[src/rtl/usb_cdc_serial_state_notify_if.sv]
`default_nettype none
// ============================================================================
//  Module      : usb_cdc_serial_state_notify_if
//  Description : Interrupt IN endpoint handshake between the USB device
//                controller (master) and the SERIAL_STATE notifier (slave).
//  Revision    : 1.0 - initial release
// ============================================================================
interface usb_cdc_serial_state_notify_if;
  logic [3:0]  endpt_sel;
  logic        usb_txact;
  logic        usb_txpop;
  logic [7:0]  usb_txdat_o;
  logic [11:0] usb_txdat_len_o;
  logic        notify_pending_o;

  // Controller side: selects the endpoint and pops bytes
  modport master (
    output endpt_sel, usb_txact, usb_txpop,
    input  usb_txdat_o, usb_txdat_len_o, notify_pending_o
  );

  // Notifier side: presents packet bytes and the armed flag
  modport slave (
    input  endpt_sel, usb_txact, usb_txpop,
    output usb_txdat_o, usb_txdat_len_o, notify_pending_o
  );
endinterface
`default_nettype wire

[src/rtl/usb_cdc_serial_state_notify.sv]
`default_nettype none
// ============================================================================
//  Module      : usb_cdc_serial_state_notify
//  Description : CDC-ACM SERIAL_STATE notification transmitter. Collects UART
//                line levels and one-shot events, builds the 10-byte packet
//                and serves it byte-by-byte on the interrupt IN endpoint.
//                Optional macro SERIAL_STATE_HOLDOFF_EN enforces a minimum
//                gap of HOLDOFF_CYCLES between notifications.
//  Revision    : 1.0 - initial release
// ============================================================================
module usb_cdc_serial_state_notify #(
  parameter logic [3:0]  NOTIFY_ENDPT   = 4'h9,
  parameter logic [15:0] INTERFACE_NUM  = 16'd0,
  parameter logic [15:0] HOLDOFF_CYCLES = 16'd1000
) (
  input  wire logic                   PHY_CLKOUT,
  input  wire logic                   RESET_IN,
  input  wire logic                   uart_en_i,
  input  wire logic                   dcd_i,
  input  wire logic                   dsr_i,
  input  wire logic                   break_evt_i,
  input  wire logic                   ring_evt_i,
  input  wire logic                   framing_err_i,
  input  wire logic                   parity_err_i,
  input  wire logic                   overrun_err_i,
  usb_cdc_serial_state_notify_if.slave usb,
  output logic                        notify_sent_o,
  output logic [15:0]                 serial_state_o
);

  typedef enum logic [1:0] {
    S_IDLE  = 2'd0,
    S_ARMED = 2'd1,
    S_SEND  = 2'd2
  } state_t;

  localparam logic [3:0] c_LAST_IDX = 4'd10;

  state_t      r_state, w_state_nxt;
  logic [3:0]  r_idx;
  logic [7:0]  r_snapshot;
  logic [7:0]  r_sticky;
  logic [1:0]  r_rep_lvl;
  logic        r_force;
  logic        r_uart_en_d;
  logic        r_sent;
  logic [15:0] r_serial_state;

  logic [7:0]  w_pulses;
  logic [1:0]  w_lvl;
  logic        w_rise;
  logic        w_arm;
  logic        w_take;
  logic        w_done;
  logic        w_retry;
  logic        w_holdoff_busy;

  // Event pulses placed directly at their bitmap positions (bits 6..2)
  assign w_pulses = {1'b0, overrun_err_i, parity_err_i, framing_err_i,
                     ring_evt_i, break_evt_i, 2'b00};
  assign w_lvl    = {dsr_i, dcd_i};
  assign w_rise   = uart_en_i & ~r_uart_en_d;
  assign w_arm    = uart_en_i & ~w_holdoff_busy &
                    (((r_sticky | w_pulses) != 8'h00) || (w_lvl != r_rep_lvl) || r_force);

`ifdef SERIAL_STATE_HOLDOFF_EN
  logic [15:0] r_holdoff;

  // Minimum-gap counter, restarted by every completed notification
  always_ff @(posedge PHY_CLKOUT) begin
    if (RESET_IN) begin
      r_holdoff <= 16'd0;
    end else if (w_done) begin
      r_holdoff <= HOLDOFF_CYCLES;
    end else if (r_holdoff != 16'd0) begin
      r_holdoff <= r_holdoff - 16'd1;
    end
  end

  assign w_holdoff_busy = (r_holdoff != 16'd0);
`else
  // Without the gap counter the parameter has no effect
  assign w_holdoff_busy = 1'b0 & (HOLDOFF_CYCLES != 16'd0);
`endif

  // State register
  always_ff @(posedge PHY_CLKOUT) begin
    if (RESET_IN) r_state <= S_IDLE;
    else          r_state <= w_state_nxt;
  end

  // Next-state decode and transfer outcome strobes
  always_comb begin
    w_state_nxt = r_state;
    w_take      = 1'b0;
    w_done      = 1'b0;
    w_retry     = 1'b0;
    case (r_state)
      S_IDLE: begin
        if (w_arm) begin
          w_take      = 1'b1;
          w_state_nxt = S_ARMED;
        end
      end
      S_ARMED: begin
        if (!uart_en_i) begin
          w_state_nxt = S_IDLE;
        end else if (usb.usb_txact && (usb.endpt_sel == NOTIFY_ENDPT)) begin
          w_state_nxt = S_SEND;
        end
      end
      S_SEND: begin
        // A short or aborted transfer re-arms the same snapshot
        if (!usb.usb_txact) begin
          if (r_idx == c_LAST_IDX) begin
            w_done      = 1'b1;
            w_state_nxt = S_IDLE;
          end else begin
            w_retry     = 1'b1;
            w_state_nxt = S_ARMED;
          end
        end
      end
      default: w_state_nxt = S_IDLE;
    endcase
  end

  // Event accumulation, snapshot capture, byte index and reporting registers
  always_ff @(posedge PHY_CLKOUT) begin
    if (RESET_IN) begin
      r_idx          <= 4'd0;
      r_snapshot     <= 8'h00;
      r_sticky       <= 8'h00;
      r_rep_lvl      <= 2'b00;
      r_force        <= 1'b0;
      r_uart_en_d    <= 1'b0;
      r_sent         <= 1'b0;
      r_serial_state <= 16'h0000;
    end else begin
      r_uart_en_d <= uart_en_i;
      r_sent      <= w_done;

      if (!uart_en_i || w_take) r_sticky <= 8'h00;
      else                      r_sticky <= r_sticky | w_pulses;

      if (w_take)      r_force <= 1'b0;
      else if (w_rise) r_force <= 1'b1;

      if (w_take) begin
        r_snapshot <= r_sticky | w_pulses | {6'b000000, w_lvl};
      end

      if (w_take || w_retry) begin
        r_idx <= 4'd0;
      end else if ((r_state == S_SEND) && usb.usb_txact && usb.usb_txpop &&
                   (r_idx != c_LAST_IDX)) begin
        r_idx <= r_idx + 4'd1;
      end

      if (w_done) begin
        r_rep_lvl      <= r_snapshot[1:0];
        r_serial_state <= {8'h00, r_snapshot};
      end
    end
  end

  // Packet byte mux
  always_comb begin
    usb.usb_txdat_o = 8'h00;
    case (r_idx)
      4'd0:    usb.usb_txdat_o = 8'hA1;
      4'd1:    usb.usb_txdat_o = 8'h20;
      4'd4:    usb.usb_txdat_o = INTERFACE_NUM[7:0];
      4'd5:    usb.usb_txdat_o = INTERFACE_NUM[15:8];
      4'd6:    usb.usb_txdat_o = 8'h02;
      4'd8:    usb.usb_txdat_o = r_snapshot;
      default: usb.usb_txdat_o = 8'h00;
    endcase
  end

  assign usb.usb_txdat_len_o  = 12'd10;
  assign usb.notify_pending_o = (r_state != S_IDLE);
  assign notify_sent_o        = r_sent;
  assign serial_state_o       = r_serial_state;

endmodule
`default_nettype wire

[src/flat_wrapper.sv]
// flat-port wrapper written by rule: the top's interface ports become plain ports
module usb_cdc_serial_state_notify_flat 
#(
  parameter logic [3:0]  NOTIFY_ENDPT   = 4'h9,
  parameter logic [15:0] INTERFACE_NUM  = 16'd0,
  parameter logic [15:0] HOLDOFF_CYCLES = 16'd1000
)
  (PHY_CLKOUT, RESET_IN, uart_en_i, dcd_i, dsr_i, break_evt_i, ring_evt_i, framing_err_i, parity_err_i, overrun_err_i, notify_sent_o, serial_state_o, usb_endpt_sel, usb_usb_txact, usb_usb_txpop, usb_usb_txdat_o, usb_usb_txdat_len_o, usb_notify_pending_o);
  usb_cdc_serial_state_notify_if usb_i ();
  input  wire logic PHY_CLKOUT;
  input  wire logic RESET_IN;
  input  wire logic uart_en_i;
  input  wire logic dcd_i;
  input  wire logic dsr_i;
  input  wire logic break_evt_i;
  input  wire logic ring_evt_i;
  input  wire logic framing_err_i;
  input  wire logic parity_err_i;
  input  wire logic overrun_err_i;
  output logic notify_sent_o;
  output logic [15:0] serial_state_o;
  input wire logic [$bits(usb_i.endpt_sel)-1:0] usb_endpt_sel;
  input wire logic [$bits(usb_i.usb_txact)-1:0] usb_usb_txact;
  input wire logic [$bits(usb_i.usb_txpop)-1:0] usb_usb_txpop;
  output wire logic [$bits(usb_i.usb_txdat_o)-1:0] usb_usb_txdat_o;
  output wire logic [$bits(usb_i.usb_txdat_len_o)-1:0] usb_usb_txdat_len_o;
  output wire logic [$bits(usb_i.notify_pending_o)-1:0] usb_notify_pending_o;
  assign usb_i.endpt_sel = usb_endpt_sel;
  assign usb_i.usb_txact = usb_usb_txact;
  assign usb_i.usb_txpop = usb_usb_txpop;
  assign usb_usb_txdat_o = usb_i.usb_txdat_o;
  assign usb_usb_txdat_len_o = usb_i.usb_txdat_len_o;
  assign usb_notify_pending_o = usb_i.notify_pending_o;
  usb_cdc_serial_state_notify #(.NOTIFY_ENDPT(NOTIFY_ENDPT), .INTERFACE_NUM(INTERFACE_NUM), .HOLDOFF_CYCLES(HOLDOFF_CYCLES)) u_core (.PHY_CLKOUT(PHY_CLKOUT), .RESET_IN(RESET_IN), .uart_en_i(uart_en_i), .dcd_i(dcd_i), .dsr_i(dsr_i), .break_evt_i(break_evt_i), .ring_evt_i(ring_evt_i), .framing_err_i(framing_err_i), .parity_err_i(parity_err_i), .overrun_err_i(overrun_err_i), .usb(usb_i), .notify_sent_o(notify_sent_o), .serial_state_o(serial_state_o));
endmodule
[config.mk]
export PLATFORM = sky130hd
export DESIGN_NAME = usb_cdc_serial_state_notify_flat
export DESIGN_NICKNAME = d
export VERILOG_FILES = /design/src/rtl/usb_cdc_serial_state_notify_if.sv /design/src/rtl/usb_cdc_serial_state_notify.sv /design/src/flat_wrapper.sv
export SDC_FILE = /design/constraint.sdc
export NUM_CORES = 1
export LEC_CHECK = 0
export ABC_CLOCK_PERIOD_IN_PS = 4000
export CAP_MARGIN = 5
export CORE_MARGIN = 2
export CORE_UTILIZATION = 50
export DETAILED_ROUTE_END_ITERATION = 7
export DONT_BUFFER_PORTS = 1
export PLACE_DENSITY = 0.71
export SYNTH_ARGS = -nofsm -noshare
export SYNTH_HDL_FRONTEND = slang
export SYNTH_SLANG_ARGS = --single-unit
[constraint.sdc]
create_clock -name PHY_CLKOUT -period 4 [get_ports PHY_CLKOUT]
set_input_delay 0.8 -clock PHY_CLKOUT [delete_from_list [all_inputs] [get_ports PHY_CLKOUT]]
set_output_delay 0.8 -clock PHY_CLKOUT [all_outputs]
set_load 0.05 [all_outputs]
==> flow_summary.yaml, run 1 <==
status:
  status: "finished, final reports clean"
global_route:
  antenna_found_initial: 0
  grt_overflow: 0
  grt_max_degree: 28
  track_usage: 0.155
  gr-usage-met2: 0.253
  grtUsageMet1: 0.200
  grt_pass1_wl_um: 4110
  grt_busiest_layer: "met2"
  met3_usage: 0.0281
  grt_pass1_vias: 824
synth:
  synth_top_flop_cell: "dfxtp_1"
  synth_seq_cells: 28
  synth_area_per_cell_um2: 9.53
  yosysUniqueCellTypes: 38
  yosysTopAreaCell: "dfxtp_1"
  synth_top_family_by_area: "simple AND/OR/NAND/NOR gates"
  synthXorXnorAreaFrac: 0.0282
  synth.most_common_cell: "dfxtp_1"
  synthMuxAreaShare: 0.113
  postSynthCellCount: 163
  synthSimpleGateAreaFrac: 0.260
  yosys-top-cells-count: "dfxtp_1 (28), buf_4 (21), nor2_1 (17)"
  synth_area_leaders: "dfxtp_1 (36%), buf_4 (10%), mux2i_1 (6.4%)"
  synth.yosys.seq_area_share: 0.361
  synth_compound_area_frac: 0.0539
  synth_edf_count: 0
  syn_area_um2: 1550
  yosysWarnings: 0
  yosys.area_share.adder: 0.0322
  async_reset_ff_frac: 0
  synth_top_area_frac: 0.361
timing:
  final-hold-violation-count: 0
  drv_slew: 0
  worst_pin_slew_ps: 1030
  rsz0062_at_grt: "false"
  finalSetupViolations: 0
  fmax_ghz: 0.334
  layout_setup_ws_ps: 1000
  period_share: 0.749
  period_minus_slack_ps: 3000
  clock-skew-final_ps: 8.73
  fin_setup_tns_ps: 0
  slew_headroom: 0.318
pwr:
  switching_power_mw: 0.157
  cellLeakagePower_nw: 0.653
  clockPowerShare: 0.325
  swShare: 0.277
  power.internal_mw: 0.410
  p_seq_frac: 0.522
  power_density_nw_per_um2: 374
  max-vdd-ir-drop_uv: 188
  combPwrFrac: 0.153
critical_path:
  crit_arrival_ps: 2200
  regToRegSetupSlack_ps: 1690
  path_class: "register to output pin"
  max_stage_delay_ps: 630
  slowest_stage: "nor3b_1"
  critPathCaptureType: "output pin"
  critPathLaunchType: "register"
  cp_cell_sequence: "inv_1, ha_1, nor3b_1, a32o_1"
  crit_required_ps: 3200
  worstReg2RegStart: "u_core.r_rep_lvl[0]"
  crit_fanout: 6
  r2r_cells: 3
  r2r_end: "u_core.r_snapshot[5]"
floorplan:
  ios: 54
  start_util: 0.517
  die_y_um: 59.8
  row_count: 20
  die_area_um2: 3570
  die_x_um: 59.8
  core_um2: 3000
placement:
  dpl.cell_count: 188
  place.gp.congestion: 0.702
  placed_cell_area_um2: 1470
  dp_slack_ps: 1400
  hpwl_um: 1980
  portBuffers: 0
cts:
  postCtsSetupBuffers: 0
  insertion_delay_ps: 330
  cts.hold.buffers_added: 0
  tritoncts: "built"
  clock_tree.buffer_depth: 2
  htreeDepth: 1
  cts-resized-gates: 0
  path_clk_slew_ps: 150
  cts_buffers: 3
  cts.sink_count: 28
  clock_tree.root_cell: "clkbuf_4"
routing:
  via_per_inst: 5.05
  detail_route.wl_per_cell_um: 13.8
  vias: 970
  drt_iter0_markers: 27
  first_pass_iters: 4
  drtAntennaViolNets: 0
  drc: 0
  wl_um: 2650
flow_run:
  cap_violations: 0
finish:
  fillers: 277
  stdcell_count: 192
  n_antenna_cell: 0
  drive_gt1_frac: 0.170
  synthToLayoutAreaGrowth_pct: -2.33
  final_nets: 180
  finalInstanceArea_um2: 1520
worst_hold_path:
  hp-start: "RESET_IN"
  hold_path_class: "primary input to register"
  holdPathStages: 1
  whs_endpoint: "u_core.r_rep_lvl[0]"
-- sequential cells by signal, summed over array words and instances, names as in the netlist --
register,count
u_core.serial_state_o,6
u_core.r_state,2
u_core.notify_sent_o,1
u_core.r_snapshot,7
u_core.r_sticky,5
u_core.r_uart_en_d,1
u_core.r_force,1
u_core.r_rep_lvl,1
u_core.r_idx,4
-- power groups by stage --
stage	clock network, mW	logic (mW)	registers, mW
floorplan	0	0.104	0.299
finish	0.185	0.0867	0.296
global placement	0	0.0847	0.301
CTS	0.187	0.0868	0.296
detailed placement	0	0.0863	0.302
global route	0.199	0.0922	0.298
-- metrics by stage --
stage          total power, mW  hold WS (ps)  utilization
3_5_place_dp             0.388           495        0.488
3_3_place_gp             0.386           477        0.488
4_1_cts                  0.569           513        0.505
6_report                 0.567           516        0.505
2_1_floorplan            0.404           458            -
5_1_grt                  0.589           495        0.505
-- final cells by class --
class / count / area (µm²) / share of cell area
Sequential cell: 28 / 561 / 0.369
Tap cell: 33 / 41.3 / 0.0272
Clock buffer: 3 / 22.5 / 0.0148
Clock inverter: 1 / 30.0 / 0.0198
Inverter: 6 / 22.5 / 0.0148
Multi-Input combinational cell: 121 / 841 / 0.554
-- worst max path at each step --
| stage | cells past startpoint | slack [ps] | endpoint | startpoint |
|---|---|---|---|---|
| finish | 4 | 1000 | usb_usb_txdat_o[1] | u_core.r_idx[0] |
| detailed placement | 4 | 1400 | usb_usb_txdat_o[1] | u_core.r_idx[0] |
| CTS | 4 | 1000 | usb_usb_txdat_o[1] | u_core.r_idx[0] |
| global route | 4 | 880 | usb_usb_txdat_o[1] | u_core.r_idx[0] |
| floorplan | 4 | 990 | usb_usb_txdat_o[0] | u_core.r_idx[0] |
| global placement | 4 | 1470 | usb_usb_txdat_o[0] | u_core.r_idx[0] |
-- layer usage --
metal / part of all wire / wire length (µm)
met4: 0.016 / 42
met1: 0.43 / 1140
met3: 0.061 / 161
met2: 0.49 / 1310
met5: 0 / 0
-- cell usage in the layout, fill, tap and decap left out, types with 2 or more instances in the layout --
master / Yosys / routed
a21o_1: 2 / 2
a21oi_1: 4 / 4
and2_1: 4 / 4
clkbuf_4: 0 / 3
conb_1: 2 / 21
dfxtp_1: 28 / 28
ha_1: 4 / 4
inv_1: 6 / 6
mux2_4: 5 / 5
mux2i_1: 10 / 10
nand2_1: 3 / 3
nand2b_1: 5 / 5
nand3_1: 2 / 2
nor2_1: 17 / 17
nor2_2: 4 / 4
nor2b_1: 7 / 7
nor3_2: 10 / 10
nor3b_1: 4 / 3
xnor2_1: 4 / 4
-- cells by family after synthesis --
logic type	after synthesis
and+or+nand+nor	64
buffers and inverters	33
DFF	28
muxes	15
AOI/OAI and AO/OA	12
xor gates and xnor gates	5
adders and majority gates	4
other	2
-- critical path, delay by kind of cell (launching register included) --
family          cells  cell delay [ps]
compound gates      1              560
fa+ha+maj           1              180
simple gates        1              630
buf+inv             1              100
flops               1              390
Power figures use the tool's default switching activity.
==> inputs of run 2 (changes only) <==
--- a/config.mk
+++ b/config.mk
@@ -5,7 +5,7 @@
 export SDC_FILE = /design/constraint.sdc
 export NUM_CORES = 1
 export LEC_CHECK = 0
-export ABC_CLOCK_PERIOD_IN_PS = 4000
+export ABC_CLOCK_PERIOD_IN_PS = 2820
 export CAP_MARGIN = 5
 export CORE_MARGIN = 2
 export CORE_UTILIZATION = 50
==> constraint.sdc (replaced) <==
create_clock -name PHY_CLKOUT -period 2.82 [get_ports PHY_CLKOUT]
set_input_delay 0.564 -clock PHY_CLKOUT [delete_from_list [all_inputs] [get_ports PHY_CLKOUT]]
set_output_delay 0.564 -clock PHY_CLKOUT [all_outputs]
set_load 0.05 [all_outputs]
==> flow_summary.yaml, run 2 (synthesis results as in run 1) <==
cts:
  cts.hold.buffers_added: 0
  insertion_delay_ps: 330
  postCtsSetupBuffers: 0
  cts-resized-gates: 0
  path_clk_slew_ps: 150
  cts.sink_count: 28
  cts_buffers: 3
  htreeDepth: 1
  tritoncts: "built"
  clock_tree.root_cell: "clkbuf_4"
  clock_tree.buffer_depth: 2
finish:
  drive_gt1_frac: 0.195
  largest_reg_flops: 7
  mostFrequentLayoutCells: "dfxtp_1 (28), conb_1 (21), nor2_1 (17)"
  mostFrequentLayoutCell: "dfxtp_1"
  final_nets: 185
  n_antenna_cell: 0
  top_register: "u_core.r_snapshot"
  finalInstanceArea_um2: 1540
  synthToLayoutAreaGrowth_pct: -0.966
floorplan:
  row_count: 20
  ios: 54
  die_area_um2: 3570
  die_x_um: 59.8
  die_y_um: 59.8
  core_um2: 3000
  start_util: 0.517
critical_path:
  crit_family: "simple AND/OR/NAND/NOR gates"
  max_stage_delay_ps: 730
  critPathLaunchType: "register"
  path_class: "register to output pin"
  crit_required_ps: 2260
  slowest_stage: "nor3b_2"
  critPathCaptureType: "output pin"
  path_buf_inv: 1
  crit_fanout: 5
  cp_cell_sequence: "inv_1, ha_1, nor3b_2, a21o_1"
  crit_arrival_ps: 2160
global_route:
  grt_overflow: 0
  grt_pass1_vias: 938
  grt_pass1_wl_um: 4170
  antenna_found_initial: 0
  track_usage: 0.158
  grt_max_degree: 28
timing:
  slew_headroom: 0.405
  period_share: 0.966
  finalSetupViolations: 0
  clock-skew-final_ps: 3.78
  rsz0062_at_grt: "false"
  drv_slew: 0
  worst_pin_slew_ps: 888
  final-hold-violation-count: 0
  period_minus_slack_ps: 2720
  fmax_ghz: 0.367
  fin_setup_tns_ps: 0
routing:
  via_per_inst: 5.11
  wl_um: 2690
  drtAntennaViolNets: 0
  drc: 0
  drt_iter0_markers: 9
  first_pass_iters: 4
  detail_route.wl_per_cell_um: 13.6
  vias: 1006
placement:
  hpwl_um: 2100
  place.gp.congestion: 0.724
  placed_cell_area_um2: 1500
  portBuffers: 0
pwr:
  cellLeakagePower_nw: 0.671
  max-vdd-ir-drop_uv: 322
  power_density_nw_per_um2: 482
worst_hold_path:
  hold_path_class: "primary input to register"
status:
  status: "finished, final reports clean"
flow_run:
  cap_violations: 0
-- run 2: worst paths after layout --
path,start,endpoint,slack [ps],cells after the start
worst max-delay path,u_core.r_idx[0],usb_usb_txdat_o[0],100,4
worst min-delay path,RESET_IN,u_core.r_force,280,1
worst max register to register,u_core.r_rep_lvl[0],u_core.r_snapshot[2],770,5
worst min register to register,u_core.r_force,u_core.r_force,530,2
-- run 2: final cells by class --
class,count,area [µm²]
inverter,6,22.5
clock buffer,4,36.3
sequential,28,561
timing repair buffer,5,37.5
tap,33,41.3
fill,275,1460
multi-input combinational,121,841
-- run 2: per-stage QoR --
stage	power, mW	hold slack [ps]	worst slack (ps)	util	instances
after floorplan	0.572	458	45.1	-	182
after global placement	0.549	477	524	0.500	193
after detailed placement	0.553	493	465	0.500	193
after CTS	0.741	282	80.0	0.513	197
after global routing	0.767	264	23.5	0.513	197
final	0.741	283	96.2	0.513	197
-- run 2: where the power goes --
part	switching, mW	internal [mW]	total [mW]
clock network	0.118	0.0791	0.197
registers	0.0104	0.409	0.420
logic	0.0947	0.0297	0.124
total	0.223	0.518	0.741
-- run 2: worst reg2reg max path, stage by stage, from the launching register on --
cell and delay (ps):
dfxtp_1 330, buf_4 200, xor2_1 250, o311a_1 540, buf_4 310, mux2_4 320
-- run 2: layer usage --
metal  up-vias  track usage  share of wire
li1        496            -              -
met1       471        0.182           0.40
met2        35        0.283           0.53
met3         4       0.0281          0.054
met4         0       0.0667          0.013
met5         -            0              0
==> inputs of run 3 (changes only) <==
--- a/config.mk
+++ b/config.mk
@@ -11,7 +11,9 @@
 export CORE_UTILIZATION = 50
 export DETAILED_ROUTE_END_ITERATION = 7
 export DONT_BUFFER_PORTS = 1
+export GPL_ROUTABILITY_DRIVEN = 0
 export PLACE_DENSITY = 0.71
+export SLEW_MARGIN = 10
 export SYNTH_ARGS = -nofsm -noshare
 export SYNTH_HDL_FRONTEND = slang
 export SYNTH_SLANG_ARGS = --single-unit
==> results of run 3 <==
Final layout, timing and power as in run 2 (identical DEF).
